## src/rtl/mips_cu_pkg.sv

```systemverilog
// Shared encodings for the MIPS control decoder: field widths, opcode/func values, ALU op codes.
package mips_cu_pkg;

  localparam int OP_W    = 6;
  localparam int FUNC_W  = 6;
  localparam int ALUOP_W = 4;

  typedef enum logic [ALUOP_W-1:0] {
    ALU_ADD = 4'd0,
    ALU_SUB = 4'd1,
    ALU_AND = 4'd2,
    ALU_OR  = 4'd3,
    ALU_XOR = 4'd4,
    ALU_NOR = 4'd5,
    ALU_SLT = 4'd6,
    ALU_SLL = 4'd7,
    ALU_SRL = 4'd8,
    ALU_SRA = 4'd9,
    ALU_LUI = 4'd10
  } alu_op_e;

  localparam logic [OP_W-1:0] OP_RTYPE = 6'h00;
  localparam logic [OP_W-1:0] OP_J     = 6'h02;
  localparam logic [OP_W-1:0] OP_JAL   = 6'h03;
  localparam logic [OP_W-1:0] OP_BEQ   = 6'h04;
  localparam logic [OP_W-1:0] OP_BNE   = 6'h05;
  localparam logic [OP_W-1:0] OP_BLEZ  = 6'h06;
  localparam logic [OP_W-1:0] OP_BGTZ  = 6'h07;
  localparam logic [OP_W-1:0] OP_ADDI  = 6'h08;
  localparam logic [OP_W-1:0] OP_ADDIU = 6'h09;
  localparam logic [OP_W-1:0] OP_SLTI  = 6'h0A;
  localparam logic [OP_W-1:0] OP_SLTIU = 6'h0B;
  localparam logic [OP_W-1:0] OP_ANDI  = 6'h0C;
  localparam logic [OP_W-1:0] OP_ORI   = 6'h0D;
  localparam logic [OP_W-1:0] OP_XORI  = 6'h0E;
  localparam logic [OP_W-1:0] OP_LUI   = 6'h0F;
  localparam logic [OP_W-1:0] OP_LW    = 6'h23;
  localparam logic [OP_W-1:0] OP_SW    = 6'h2B;

  localparam logic [FUNC_W-1:0] FN_SLL     = 6'h00;
  localparam logic [FUNC_W-1:0] FN_SRL     = 6'h02;
  localparam logic [FUNC_W-1:0] FN_SRA     = 6'h03;
  localparam logic [FUNC_W-1:0] FN_JR      = 6'h08;
  localparam logic [FUNC_W-1:0] FN_JALR    = 6'h09;
  localparam logic [FUNC_W-1:0] FN_SYSCALL = 6'h0C;
  localparam logic [FUNC_W-1:0] FN_ADD     = 6'h20;
  localparam logic [FUNC_W-1:0] FN_ADDU    = 6'h21;
  localparam logic [FUNC_W-1:0] FN_SUB     = 6'h22;
  localparam logic [FUNC_W-1:0] FN_SUBU    = 6'h23;
  localparam logic [FUNC_W-1:0] FN_AND     = 6'h24;
  localparam logic [FUNC_W-1:0] FN_OR      = 6'h25;
  localparam logic [FUNC_W-1:0] FN_XOR     = 6'h26;
  localparam logic [FUNC_W-1:0] FN_NOR     = 6'h27;
  localparam logic [FUNC_W-1:0] FN_SLT     = 6'h2A;
  localparam logic [FUNC_W-1:0] FN_SLTU    = 6'h2B;

endpackage

```

## src/rtl/mips_alu_func_decoder.sv

```systemverilog
// R-type func field to ALU controls; alu_valid flags funcs that are plain ALU register writes.
module mips_alu_func_decoder
  import mips_cu_pkg::*;
(
  input  logic [FUNC_W-1:0] func,
  output alu_op_e           alu_operation,
  output logic              is_unsigned,
  output logic              does_shift_amount_need,
  output logic              alu_valid
);

  always_comb begin
    alu_operation          = ALU_ADD;
    is_unsigned            = 1'b0;
    does_shift_amount_need = 1'b0;
    alu_valid              = 1'b1;
    case (func)
      FN_ADD, FN_ADDU: alu_operation = ALU_ADD;
      FN_SUB, FN_SUBU: alu_operation = ALU_SUB;
      FN_AND:          alu_operation = ALU_AND;
      FN_OR:           alu_operation = ALU_OR;
      FN_XOR:          alu_operation = ALU_XOR;
      FN_NOR:          alu_operation = ALU_NOR;
      FN_SLT:          alu_operation = ALU_SLT;
      FN_SLTU: begin
        alu_operation = ALU_SLT;
        is_unsigned   = 1'b1;
      end
      FN_SLL: begin
        alu_operation          = ALU_SLL;
        does_shift_amount_need = 1'b1;
      end
      FN_SRL: begin
        alu_operation          = ALU_SRL;
        does_shift_amount_need = 1'b1;
      end
      FN_SRA: begin
        alu_operation          = ALU_SRA;
        does_shift_amount_need = 1'b1;
      end
      default: alu_valid = 1'b0;
    endcase
  end

endmodule

```

## src/rtl/mips_control_decoder.sv

```systemverilog
// Single-cycle MIPS control unit with branch resolution and a sticky halted flag.
// Define ILLEGAL_INST_HALT_EN to make unlisted opcode/func encodings halt the core.
module mips_control_decoder
  import mips_cu_pkg::*;
(
  input  logic              clk,
  input  logic              rst_b,
  input  logic [OP_W-1:0]   opcode,
  input  logic [FUNC_W-1:0] func,
  input  logic              zero,
  input  logic              negative,
  output logic              alu_src,
  output logic              reg_dest,
  output logic              pc_or_mem,
  output logic              mem_or_reg,
  output logic              branch,
  output logic              jump,
  output logic              jump_register,
  output logic              reg_write_enable,
  output logic              does_shift_amount_need,
  output alu_op_e           alu_operation,
  output logic              mem_write_en,
  output logic              is_unsigned,
  output logic              halted
);

  alu_op_e fn_alu_operation;
  logic    fn_is_unsigned;
  logic    fn_shift;
  logic    fn_alu_valid;
  logic    halt_req;

  mips_alu_func_decoder u_func_dec (
    .func                   (func),
    .alu_operation          (fn_alu_operation),
    .is_unsigned            (fn_is_unsigned),
    .does_shift_amount_need (fn_shift),
    .alu_valid              (fn_alu_valid)
  );

  always_comb begin
    alu_src                = 1'b0;
    reg_dest               = 1'b0;
    pc_or_mem              = 1'b0;
    mem_or_reg             = 1'b0;
    branch                 = 1'b0;
    jump                   = 1'b0;
    jump_register          = 1'b0;
    reg_write_enable       = 1'b0;
    does_shift_amount_need = 1'b0;
    alu_operation          = ALU_ADD;
    mem_write_en           = 1'b0;
    is_unsigned            = 1'b0;
    halt_req               = 1'b0;

    case (opcode)
      OP_RTYPE: begin
        if (fn_alu_valid) begin
          reg_dest               = 1'b1;
          reg_write_enable       = 1'b1;
          alu_operation          = fn_alu_operation;
          is_unsigned            = fn_is_unsigned;
          does_shift_amount_need = fn_shift;
        end else begin
          case (func)
            FN_JR: begin
              reg_dest      = 1'b1;
              jump_register = 1'b1;
            end
            FN_JALR: begin
              reg_dest         = 1'b1;
              jump_register    = 1'b1;
              pc_or_mem        = 1'b1;
              reg_write_enable = 1'b1;
            end
            FN_SYSCALL: halt_req = 1'b1;
            default: begin
`ifdef ILLEGAL_INST_HALT_EN
              halt_req = 1'b1;
`else
              halt_req = 1'b0;
`endif
            end
          endcase
        end
      end
      OP_ADDI, OP_ADDIU: begin
        alu_src          = 1'b1;
        reg_write_enable = 1'b1;
      end
      OP_SLTI, OP_SLTIU: begin
        alu_src          = 1'b1;
        reg_write_enable = 1'b1;
        alu_operation    = ALU_SLT;
        is_unsigned      = (opcode == OP_SLTIU);
      end
      OP_ANDI, OP_ORI, OP_XORI: begin
        alu_src          = 1'b1;
        reg_write_enable = 1'b1;
        is_unsigned      = 1'b1;
        alu_operation    = (opcode == OP_ANDI) ? ALU_AND :
                           (opcode == OP_ORI)  ? ALU_OR  : ALU_XOR;
      end
      OP_LUI: begin
        alu_src          = 1'b1;
        reg_write_enable = 1'b1;
        alu_operation    = ALU_LUI;
      end
      OP_LW: begin
        alu_src          = 1'b1;
        reg_write_enable = 1'b1;
        mem_or_reg       = 1'b1;
      end
      OP_SW: begin
        alu_src      = 1'b1;
        mem_write_en = 1'b1;
      end
      // ALU computes rs-rt, so zero/negative describe the comparison
      OP_BEQ: begin
        alu_operation = ALU_SUB;
        branch        = zero;
      end
      OP_BNE: begin
        alu_operation = ALU_SUB;
        branch        = ~zero;
      end
      OP_BLEZ: begin
        alu_operation = ALU_SUB;
        branch        = zero | negative;
      end
      OP_BGTZ: begin
        alu_operation = ALU_SUB;
        branch        = ~zero & ~negative;
      end
      OP_J: jump = 1'b1;
      OP_JAL: begin
        jump             = 1'b1;
        pc_or_mem        = 1'b1;
        reg_write_enable = 1'b1;
      end
      default: begin
`ifdef ILLEGAL_INST_HALT_EN
        halt_req = 1'b1;
`else
        halt_req = 1'b0;
`endif
      end
    endcase

    // A halted core must not change architectural state or redirect the PC
    if (halted) begin
      reg_write_enable = 1'b0;
      mem_write_en     = 1'b0;
      branch           = 1'b0;
      jump             = 1'b0;
      jump_register    = 1'b0;
    end
  end

  always_ff @(posedge clk) begin
    if (rst_b)
      halted <= 1'b0;
    else if (halt_req)
      halted <= 1'b1;
  end

endmodule

```

## config.mk

```make
export PLATFORM = sky130hd
export DESIGN_NAME = mips_control_decoder
export DESIGN_NICKNAME = d
export VERILOG_FILES = /design/src/rtl/mips_cu_pkg.sv /design/src/rtl/mips_alu_func_decoder.sv /design/src/rtl/mips_control_decoder.sv
export SDC_FILE = /design/constraint.sdc
export NUM_CORES = 1
export LEC_CHECK = 0
export ABC_AREA = 1
export BUFFER_PORTS_ARGS = -buffer_cell sky130_fd_sc_hd__buf_2
export CORE_AREA = 4 4 43 45
export DETAILED_ROUTE_END_ITERATION = 8
export DIE_AREA = 0 0 47 49
export GPL_ROUTABILITY_DRIVEN = 0
export GPL_TIMING_DRIVEN = 0
export MAX_ROUTING_LAYER = met4
export PLACE_DENSITY_LB_ADDON = 0.1
export SLEW_MARGIN = 20
export SYNTH_ARGS = -nofsm -noshare
export SYNTH_HDL_FRONTEND = slang
export SYNTH_SLANG_ARGS = --single-unit
```

## constraint.sdc

```tcl
create_clock -name clk -period 1 [get_ports clk]
set_input_delay 0.05 -clock clk [delete_from_list [all_inputs] [get_ports clk]]
set_output_delay 0.05 -clock clk [all_outputs]
set_load 0.1 [all_outputs]
```

==> summary.txt, run 1 <==
Logic synthesis
  • Post-synth EDFFs: 0
  • Post-synthesis sequential area ratio: 0.0317
  • Yosys top cell by area: nand2_1
  • Post-Synthesis Cells: 121
  • Ys flop type: dfxtp_1
  • Synth unique cells: 25
  • Commonest cells post-synth: 30 x nand2_1, 21 x nor2_1, 19 x nand3_1
  • Mux cell area share after synthesis: 0
  • Synth Area in XOR/XNOR: 0
  • FF+latch count, synth: 1
  • Synthesized area: 632 µm²
  • Top post-synthesis cells by area: nand2_1 18%, nand3_1 15%, nor2_1 12%
  • Largest family of logic cells by synthesized area: simple AND/OR/NAND/NOR gates
  • Post-synth top area share: 0.178
  • Most frequent cell after synthesis: nand2_1
  • Syn nets: around 140
  • Ys async rst share: 0
  • Compound-Gate Fraction of Synth Area: 0.125
  • Post-Synth Adder-Cell Area: 0
  • Synth warnings: 0
  • Post-synthesis simple-gate area fraction: 0.731
  • Mapped Avg Cell Area: 5.22 µm²

STA
  • GR repair worst EP: reg_dest
  • Worst EP kind: output port

Outcome
  • Log Error: [ERROR DPL-0038] Utilization greater than 100%, impossible to legalize
  • Fail Step: global routing (5_1_grt)
  • Status: stopped before the end

Place
  • DP Area: 980 µm²
  • Hpwl dp: 1660 µm
  • PortBufs: 31
  • Pre-CTS setup slack: -0.572 ns

Floorplanning
  • Site Rows: 14
  • Die X-Extent: 47 µm
  • Die height: about 49 µm
  • # IOs: 32
  • Initial Util: 0.429

Global route
  • Largest net degree at the start of global routing: 8
[through the flow]
step,util,hold WS (ns),cells
CTS,0.934,0.204,178
global placement,0.666,0.196,168
detailed placement,0.666,0.204,168
floorplan,-,0.109,121
[repair_timing]
action	in CTS
setup endpoints to repair	15
endpoints found under the hold margin	0
hold buffers	0
pin swaps	21
setup buffers	10
gates resized for setup	90
[cell families after synthesis]
group,Yosys count
AND/OR/NAND/NOR,89
buffers and inverters,19
AO/OA/AOI/OAI,12
flip-flops,1
==> inputs of run 2 (changes only) <==
- CORE_AREA: 4 4 43 45 -> 4 4 65 67
- DIE_AREA: 0 0 47 49 -> 0 0 69 71
- MAX_ROUTING_LAYER: met4 -> default
- PLACE_DENSITY_LB_ADDON: 0.1 -> 0.15
==> run 2 against run 1 <==
Compared with the run above:
- the flow now finishes, with violations (negative setup slack)
- synthesized area stayed put
- synthesized cell count stayed put
==> summary.txt, run 2 <==
STA
  • Layout Skew: 0 ns
  • Tmin final: approximately 1.2 ns
  • Highest clock rate: 811 MHz
  • Worst-Margin Slew: 0.485 ns
  • Final Setup Violations: 11
  • Unrepaired setup endpoints after global routing: true
  • Final period util: 1.23
  • PnR worst setup slack: -0.233 ns
  • Fin. max-slew vios: 0
  • Final Hold Viols: 0
  • Total negative slack: -1.88 ns
  • Max_slew headroom: 0.679

Setup path
  • Startpoint Class: primary input
  • Max FO, Critical Path: 4
  • CP Data Required Time: 0.95 ns
  • Worst Reg-to-Reg Cells: 2
  • WS Path Type: in2out
  • Register-to-register setup slack: 0.27 ns
  • Worst r2r src: halted
  • Worst R2R End: halted
  • Crit end category: output port
  • Worst EP arrival: 1.18 ns

Logic synthesis
  • Post-Synthesis Cells: 121 (unchanged)
  • Post-synth EDFFs: 0 (unchanged)
  • Synth unique cells: 25 (unchanged)
  • Ys flop type: dfxtp_1
  • Mapped Avg Cell Area: 5.22 µm² (unchanged)
  • Ys async rst share: 0 (unchanged)
  • FF+latch count, synth: 1 (unchanged)
  • Post-synth top area share: 0.178 (unchanged)
  • Post-synthesis sequential area ratio: 0.0317 (unchanged)
  • Most frequent cell after synthesis: nand2_1
  • Synth warnings: 0 (unchanged)
  • Syn nets: 137 (unchanged)
  • Top post-synthesis cells by area: nand2_1 18%, nand3_1 15%, nor2_1 12%
  • Commonest cells post-synth: 30 x nand2_1, 21 x nor2_1, 19 x nand3_1
  • Synthesized area: 632 µm² (unchanged)
  • Yosys top cell by area: nand2_1

Run
  • Max_cap viols: 0

Floorplanning
  • Die height: 71 µm (+45%)
  • Initial Util: 0.174 (-0.256)
  • # IOs: 32 (unchanged)
  • Die X-Extent: 69 µm (+47%)
  • Site Rows: 22 (+8)
  • Die area: 0.00490 mm²
  • Core area: 0.00363 mm²

Cells and area
  • Commonest non-fill, non-tap cell in the layout: nor2_4
  • Finished Layout Cells: 220
  • Share of layout cells above drive strength 1: 0.738
  • Antenna cell count: 0
  • Layout area overhead: 175%
  • Most flop-heavy register: halted
  • Post-layout nets: 190
  • Max reg flops: 1
  • Commonest non-fill, non-tap cells in the layout: 16 x nor2_4, 15 x buf_12, 13 x buf_4, 12 x nand2_1
  • Regs by FF count: halted: 1 flops

Global route
  • Initial antenna violation count: 0
  • Largest net degree at the start of global routing: 8
  • GRT Resource Usage Total: 0.0994
  • GR Overflow Total: 0
  • First-pass GRT wire length: around 4300 µm
  • Number of global-route vias before repair: 998

Detailed routing
  • Post-DRT Antenna Nets: 0
  • Via density: ~4.7
  • Drt pass-1 iters: 4
  • 1st-iter DRT viols: 13
  • Routed wire length per instance: 13.1 µm
  • Final wirelength: 2870 µm
  • Remaining DRCs: 0
  • Total number of vias: 1,036

Outcome
  • Failing checks: negative setup slack
  • Status: complete, but fails checks

Place
  • Pre-CTS setup slack: -0.599 ns (-0.0278 ns)
  • Placed Instances: 200 (+19%)
  • Hpwl dp: 1960 µm (+18%)
  • PortBufs: 31 (unchanged)

Hold path
  • Hold path cells: 2
  • Min-Delay Startpoint: rst_b
  • Worst hold path class: in2reg
  • Hold Path End: halted

Clock network
  • Hold_buf cts: 0 (unchanged)
  • Clock Pin Slew Worst Setup and Hold Paths: 0 ns
  • Clk_lat worst skew: 0 ns

Power and ir drop
  • Lkg Pwr: roughly 0.76 nW
  • Pwr Density: 365 mW/mm²
  • Maximum vdd drop: 0.000200 V
-- run 2: cell counts after synthesis --
Identical to the previous run, type by type.
-- run 2: layer usage --
metal / up-vias / global-route usage / routed length (µm)
li1: 506 / - / -
met1: 492 / 0.133 / 1200
met2: 30 / 0.172 / 1530
met3: 8 / 0.00994 / 84
met4: 0 / 0.0239 / 58
met5: - / 0 / 0
-- run 2: timing repair --
| action | 4_1_cts | 5_1_grt |
|---|---|---|
| buffers inserted | 13 | 8 |
| setup endpoints to repair | 16 | 16 |
| cloned | 0 | 0 |
| pin swaps | 14 | 31 |
| resized for setup | 84 | 73 |
-- run 2: per-stage QoR --
stage / total power (W) / utilization / hold slack, ns / cell area (µm²)
after floorplan: 0.000312 / - / 0.109 / 805
after global placement: 0.000406 / 0.281 / 0.198 / 1020
after detailed placement: 0.000408 / 0.281 / 0.197 / 1020
after CTS: 0.000519 / 0.390 / 0.197 / 1420
after global routing: 0.000667 / 0.479 / 0.219 / 1740
final: 0.000635 / 0.479 / 0.203 / 1740
-- run 2: final cells by class --
type                    count  area [µm²]
fillers                   344        1890
inverters                  19        98.8
multi-input cells         101         943
flip-flops and latches      1        23.8
well taps                  48        60.1
repair buffers             51         613
-- run 2: power by group --
group	internal, W	leakage (nW)	switching (W)
combinational	0.000229	0.750	0.000367
sequential	0.0000380	0.00886	0.0000000669
clock	0	0	0
total	0.000267	0.759	0.000367
-- run 2: kinds of logic (layout without fill, tap and decap cells) --
group                  count (synthesis)  after routing  synth area share
and+or+nand+nor                       89             89             0.731
AOI/OAI and AO/OA                     12             12             0.125
buffers and inverters                 19             70             0.113
DFF                                    1              1            0.0317
-- run 2: worst max-delay path by stage --
stage               slack, ns               end      start
floorplan               -0.30              jump     halted
global placement        -0.60  reg_write_enable  opcode[5]
detailed placement      -0.60  reg_write_enable  opcode[5]
CTS                     -0.24     jump_register  opcode[4]
global route            -0.30            branch  opcode[5]
finish                  -0.23     jump_register  opcode[5]
-- run 2: worst max-delay path, cell delays in order --
cell and delay [ns]:
buf_8 0.11, nor2_8 0.13, nand3_4 0.13, nor2_8 0.16, nand4_1 0.23, nor2_4 0.18, buf_12 0.18
Power figures use the tool's default switching activity.
